==> config.mk <==
export PLATFORM = sky130hd
export DESIGN_NAME = irq_line_dispatcher_flat
export DESIGN_NICKNAME = d
export VERILOG_FILES = /design/src/rtl/irq_line_dispatcher_if.sv /design/src/rtl/irq_line_dispatcher.sv /design/src/flat_wrapper.sv
export SDC_FILE = /design/constraint.sdc
export NUM_CORES = 1
export LEC_CHECK = 0
export CAP_MARGIN = 20
export CORE_MARGIN = 4
export CORE_UTILIZATION = 35
export DETAILED_ROUTE_END_ITERATION = 10
export GPL_TIMING_DRIVEN = 0
export SLEW_MARGIN = 25
export SYNTH_ARGS = -nofsm -noshare
export SYNTH_HDL_FRONTEND = slang
export SYNTH_SLANG_ARGS = --single-unit
==> constraint.sdc <==
create_clock -name clk -period 2.3 [get_ports clk]
set_input_delay 0.46 -clock clk [delete_from_list [all_inputs] [get_ports clk]]
set_output_delay 0.46 -clock clk [all_outputs]
set_load 0.02 [all_outputs]
==> src/rtl/irq_line_dispatcher_if.sv <==
// Request-line / CPU-side bundle for irq_line_dispatcher.
// Optional Ack_Count signal present when IRQ_ACK_COUNT_EN is defined.
interface irq_line_dispatcher_if #(
    parameter int NUM_LINES = 20,
    parameter int NUM_W     = 5
);
    logic [NUM_LINES-1:0] req;
    logic [NUM_LINES-1:0] enable_mask;
    logic                 any_pending;
    logic                 irq_valid;
    logic [NUM_W-1:0]     irq_num;
    logic                 irq_ack;
    logic                 irq_done;
    logic [NUM_LINES-1:0] clear;
    logic                 busy;
`ifdef IRQ_ACK_COUNT_EN
    logic [15:0]          ack_count;
`endif

    // Sources + CPU side
    modport master (
        output req, enable_mask, irq_ack, irq_done,
        input  any_pending, irq_valid, irq_num, clear, busy
`ifdef IRQ_ACK_COUNT_EN
        , input ack_count
`endif
    );

    // Dispatcher side
    modport slave (
        input  req, enable_mask, irq_ack, irq_done,
        output any_pending, irq_valid, irq_num, clear, busy
`ifdef IRQ_ACK_COUNT_EN
        , output ack_count
`endif
    );
endinterface

==> src/rtl/irq_line_dispatcher.sv <==
// Interrupt line dispatcher: captures rising edges on request lines, offers
// the lowest-index enabled pending line to the CPU, pulses Clear on ack and
// holds Busy until the handler reports done.
// Optional macro IRQ_ACK_COUNT_EN adds a 16-bit wrapping accepted-ack counter.
module irq_line_dispatcher #(
    parameter int                   NUM_LINES    = 20,
    parameter logic [NUM_LINES-1:0] BUBBLES_MASK = '0
) (
    input  logic                 clk,
    input  logic                 rst,
    irq_line_dispatcher_if.slave bus
);
    localparam int NUM_W = $clog2(NUM_LINES);

    typedef enum logic [1:0] {IDLE, OFFER, SERVICE} state_t;

    state_t               state_q, state_d;
    logic [NUM_LINES-1:0] prev_q, pending_q, clear_q;
    logic [NUM_LINES-1:0] lvl, rise, eligible, offer_mask, clr_mask;
    logic [NUM_W-1:0]     irq_num_q, win;
    logic                 ack_accept;

    assign lvl        = bus.req ^ BUBBLES_MASK;
    assign rise       = lvl & ~prev_q;
    assign eligible   = pending_q & bus.enable_mask;
    assign offer_mask = NUM_LINES'(1) << irq_num_q;
    assign ack_accept = (state_q == OFFER) && bus.irq_ack;
    assign clr_mask   = ack_accept ? offer_mask : '0;

    // Lowest set index of eligible wins
    always_comb begin
        win = '0;
        for (int i = NUM_LINES - 1; i >= 0; i--)
            if (eligible[i]) win = NUM_W'(i);
    end

    // State register
    always_ff @(posedge clk or posedge rst) begin
        if (rst) state_q <= IDLE;
        else     state_q <= state_d;
    end

    // Next-state: offer stays fixed until acked or its line becomes ineligible
    always_comb begin
        state_d = state_q;
        case (state_q)
            IDLE:    if (|eligible) state_d = OFFER;
            OFFER: begin
                if (bus.irq_ack)                      state_d = SERVICE;
                else if (~|(eligible & offer_mask))   state_d = IDLE;
            end
            SERVICE: if (bus.irq_done) state_d = IDLE;
            default: state_d = IDLE;
        endcase
    end

    // Edge capture, sticky pending (set beats clear), clear pulse, offer latch
    always_ff @(posedge clk or posedge rst) begin
        if (rst) begin
            prev_q    <= '0;
            pending_q <= '0;
            clear_q   <= '0;
            irq_num_q <= '0;
        end else begin
            prev_q    <= lvl;
            pending_q <= (pending_q & ~clr_mask) | rise;
            clear_q   <= clr_mask;
            if (state_q == IDLE && |eligible) irq_num_q <= win;
        end
    end

`ifdef IRQ_ACK_COUNT_EN
    logic [15:0] ack_count_q;

    // Count accepted acks, wrapping naturally at 16 bits
    always_ff @(posedge clk or posedge rst) begin
        if (rst)             ack_count_q <= '0;
        else if (ack_accept) ack_count_q <= ack_count_q + 16'd1;
    end

    assign bus.ack_count = ack_count_q;
`endif

    assign bus.any_pending = |eligible;
    assign bus.irq_valid   = (state_q == OFFER);
    assign bus.irq_num     = irq_num_q;
    assign bus.clear       = clear_q;
    assign bus.busy        = (state_q == SERVICE);
endmodule

==> src/flat_wrapper.sv <==
// flat-port wrapper written by rule: the top's interface ports become plain ports
module irq_line_dispatcher_flat 
#(
    parameter int                   NUM_LINES    = 20,
    parameter logic [NUM_LINES-1:0] BUBBLES_MASK = '0
)
  (clk, rst, bus_req, bus_enable_mask, bus_irq_ack, bus_irq_done, bus_any_pending, bus_irq_valid, bus_irq_num, bus_clear, bus_busy);
  irq_line_dispatcher_if #(.NUM_LINES(NUM_LINES), .NUM_W(5)) bus_i ();
  input  logic clk;
  input  logic rst;
  input wire logic [$bits(bus_i.req)-1:0] bus_req;
  input wire logic [$bits(bus_i.enable_mask)-1:0] bus_enable_mask;
  input wire logic [$bits(bus_i.irq_ack)-1:0] bus_irq_ack;
  input wire logic [$bits(bus_i.irq_done)-1:0] bus_irq_done;
  output wire logic [$bits(bus_i.any_pending)-1:0] bus_any_pending;
  output wire logic [$bits(bus_i.irq_valid)-1:0] bus_irq_valid;
  output wire logic [$bits(bus_i.irq_num)-1:0] bus_irq_num;
  output wire logic [$bits(bus_i.clear)-1:0] bus_clear;
  output wire logic [$bits(bus_i.busy)-1:0] bus_busy;
  assign bus_i.req = bus_req;
  assign bus_i.enable_mask = bus_enable_mask;
  assign bus_i.irq_ack = bus_irq_ack;
  assign bus_i.irq_done = bus_irq_done;
  assign bus_any_pending = bus_i.any_pending;
  assign bus_irq_valid = bus_i.irq_valid;
  assign bus_irq_num = bus_i.irq_num;
  assign bus_clear = bus_i.clear;
  assign bus_busy = bus_i.busy;
  irq_line_dispatcher #(.NUM_LINES(NUM_LINES), .BUBBLES_MASK(BUBBLES_MASK)) u_core (.clk(clk), .rst(rst), .bus(bus_i));
endmodule
==> qor.txt <==
capturing element type of the critical path: output pin
buffers added on ports: 71
type of the worst min-delay path: reg -> reg
number of buffers on the longest clock path: 2
internal reg-to-reg setup slack: 0.24 ns
Seq/Total Area, Yosys: 59.3%
final antenna diode count: 0
post-detailed-placement half-perimeter wirelength: 5.59 mm
post-detailed-route DRC marker count: 0
standby leakage power: 1.80 nW
xor and xnor area share after synthesis: 0%
via count: 2,457
crit path time final: 2.23 ns
Hold Startpoint: u_core.prev_q[17]
number of inserted filler cells in the final layout: 742
post-synthesis mux area share: 0%
Crit Path Category: in -> out
vias in the first global route: 2,435
Max Fclk: 448 MHz
adder and majority gate portion of the synthesized area: 0%
number of setup violations in the final report: 0
number of search-and-repair iterations in the first detailed-routing pass: 5
count of boundary I/O pins: 72
Layout Cell Area excl Fill: 4040 µm²
overall track demand over capacity in global routing: 16.8%
number of DRC violations after detailed-routing iteration 0: 217
row count: 32
fraction of post-synthesis cell area in the top cell type by area: 59.3%
wire length of the first global-routing pass: 12.6 mm
Die Width: 97.9 µm
TritonCTS clock tree: yes
number of max-slew violations in the final report: 0
worst-path maximum fanout: 3
beginning of the worst register-to-register path: u_core.pending_q[1]
launching instance or port of the critical path: bus_enable_mask[19]
number of antenna violations at the first check in global routing: 0
combined area of all synthesized cells: 2830 µm²
Layout Area Growth over Synthesis: 43.0%
Post-Syn Area per Cell: 10.2 µm²
arrival time of the worst setup path: 1.77 ns
clock insertion delay at the later pin of the skew report: 0.34 ns
largest net degree at the start of global routing: 42
Simple-Gate Fraction of Synth Area: 15.8%
synthesized-area fraction occupied by ao, oa, aoi and oai cells: 19.6%
layout cells sized above 1: 11.3%
DR WL/cell: 16.4 µm
cell taking the most area after synthesis: dfrtp_1
height of the die: 97.9 µm
required time of the critical path: 1.84 ns
area of the die: 9580 µm²
endpoints failing hold: 0
clock slew seen by the registers of the worst setup and hold paths: 0.07 ns
cell count after synthesis: 277
number of nets in the finished design: 410
unrepaired setup endpoints after global routing: no
leading post-synthesis cells by cell area: dfrtp_1 (59%), o21ai_0 (6.5%), inv_1 (4.0%)
slowest cell on the critical path: clkdlybuf4s50_1
main flop type after synthesis: dfrtp_1
global placer's final weighted congestion: 0.896
Antenna Nets Post-Route: 0
power per cell area: 846 nW/µm²
hold buffers post-CTS: 0
CP Cell Sequence: clkdlybuf4s50_1 > nand2_1 > nand4_1 > or3_4 > buf_6
cell area after placement: 3690 µm²
floorplan core area: 7810 µm²
skew final: 0.00713 ns
total power consumption of the routed design: 3.42 mW
# Max-Cap Violations: 0
Clock H-tree levels: 3
initial core utilization: 36.2%
Netlist cell types: 42
ratio of final minimum period to clock period: 97.0%
number of clock sinks seen by CTS: 67
yosys synthesis warning count: 0
cell at the root of the clock tree: clkbuf_8
synthesized net count: 321
post-detailed-route via-to-cell ratio: 5.19
main combinational cell family by area after synthesis: compound AO/OA/AOI/OAI gates
final routed wirelength across all metal layers: 7.75 mm
worst slew margin relative to its limit: 64.2%
global route total overflow: 0
run status: finished clean
slew at the pin closest to its max-slew limit: 0.537 ns
worst stage delay on the critical path: 0.46 ns
share of synthesized flip-flops with an asynchronous set or reset: 100%
Worst IR Drop VDD: 313 µV
number of register bits inferred by synthesis: 67
number of flops mapped to enable cells by yosys: 0
critical path launch point type: primary input
CTS Buf Count: 9
## sequential cells by signal (all words and copies together) (netlist names)
register / count
u_core.pending_q: 20
u_core.state_q: 2
u_core.bus.clear: 20
u_core.prev_q: 20
u_core.bus.irq_num: 5
## metal layers
layer | wire, µm | track usage, %
met1 | 3180 | 21.9
met2 | 3820 | 26.4
met3 | 606 | 4.71
met4 | 150 | 6.71
met5 | 0 | 0
## metrics by stage
stage                     setup TNS, ns  utilization (%)  hold WS, ns  instances  setup WS [ns]
final                                 0             51.8        0.415        473         0.0700
after global routing                  0             51.8        0.434        473        0.00112
after CTS                             0             51.2        0.422        472        0.00691
after detailed placement          -1.46             47.2        0.408        451         -0.696
after global placement           -65.88             47.0        0.402        450         -0.968
after floorplan                       0                -        0.400        277          0.157
## cell usage after synthesis, types with 3 or more instances
library cell	instances
a32o_1	3
nor3_1	5
nor2_1	21
o21ai_0	37
nand3_1	8
a22oi_1	11
o22ai_1	7
nand2_1	26
nand2b_1	6
or3_1	3
dfrtp_1	67
inv_1	30
clkbuf_1	5
o31ai_1	3
nand4_1	4
nand4b_1	4
a22o_1	3
## path summary, 6_finish.rpt
check	endpoint	depth (start not counted)
worst min-delay path	u_core.pending_q[17]	1
worst max register to register	u_core.state_q[0]	7
max in group asynchronous	u_core.bus.clear[1]	3
worst max-delay path	bus_any_pending	5
min in group asynchronous	u_core.prev_q[13]	2
worst min register to register	u_core.pending_q[17]	1
## where the power goes
part           internal [mW]  total [mW]  switching (mW)  leakage [nW]
clock network          0.722        1.16           0.439         0.113
logic                  0.365       0.907           0.542         0.904
registers               1.27        1.35          0.0840         0.782
## repair_timing
item                                    4_1_cts  5_1_grt
pin swaps                                     9        9
setup buffers                                 5        1
resized for setup                            20       14
endpoints found under the setup margin        1        1
## cell type report
| type | count | area [µm²] | area share (%) |
|---|---|---|---|
| sequential | 67 | 1680 | 41.5 |
| multi-input combinational | 170 | 1050 | 26.0 |
| timing repair buffer | 78 | 791 | 19.6 |
| clock buffer | 10 | 128 | 3.16 |
| tap | 102 | 128 | 3.16 |
| inverter | 31 | 119 | 2.94 |
| clock inverter | 6 | 114 | 2.82 |
| buffer | 9 | 36.3 | 0.898 |
## worst max-delay path: cells and delay by family
| kind | cells | cell delay, ns |
|---|---|---|
| buffers and inverters | 2 | 0.60 |
| and+or+nand+nor | 3 | 0.71 |
## logic make-up after synthesis
| family | after synthesis |
|---|---|
| AND/OR/NAND/NOR | 87 |
| AO/OA/AOI/OAI | 83 |
| flip-flops | 67 |
| buffers and inverters | 40 |
## layout by cell type (no fill, tap or decap), types with 3 or more instances in the layout
cell and count:
a22oi_1 3, nand4_1 4, nor2_1 21, o22ai_1 7, dlygate4sd2_1 7, o21ai_0 37, clkdlybuf4s50_1 54, clkbuf_1 6
buf_4 6, nand4b_1 4, nand2b_1 6, bufinv_16 3, clkbuf_8 9, nand2_2 3, inv_1 29, a22o_1 3
o31ai_1 3, dlymetal6s2s_1 9, dfrtp_1 67, a32o_1 3, a22oi_2 8, nand2_1 23, nor3_1 5, nand3_1 8
No activity file was read; power rests on OpenSTA's default activity.
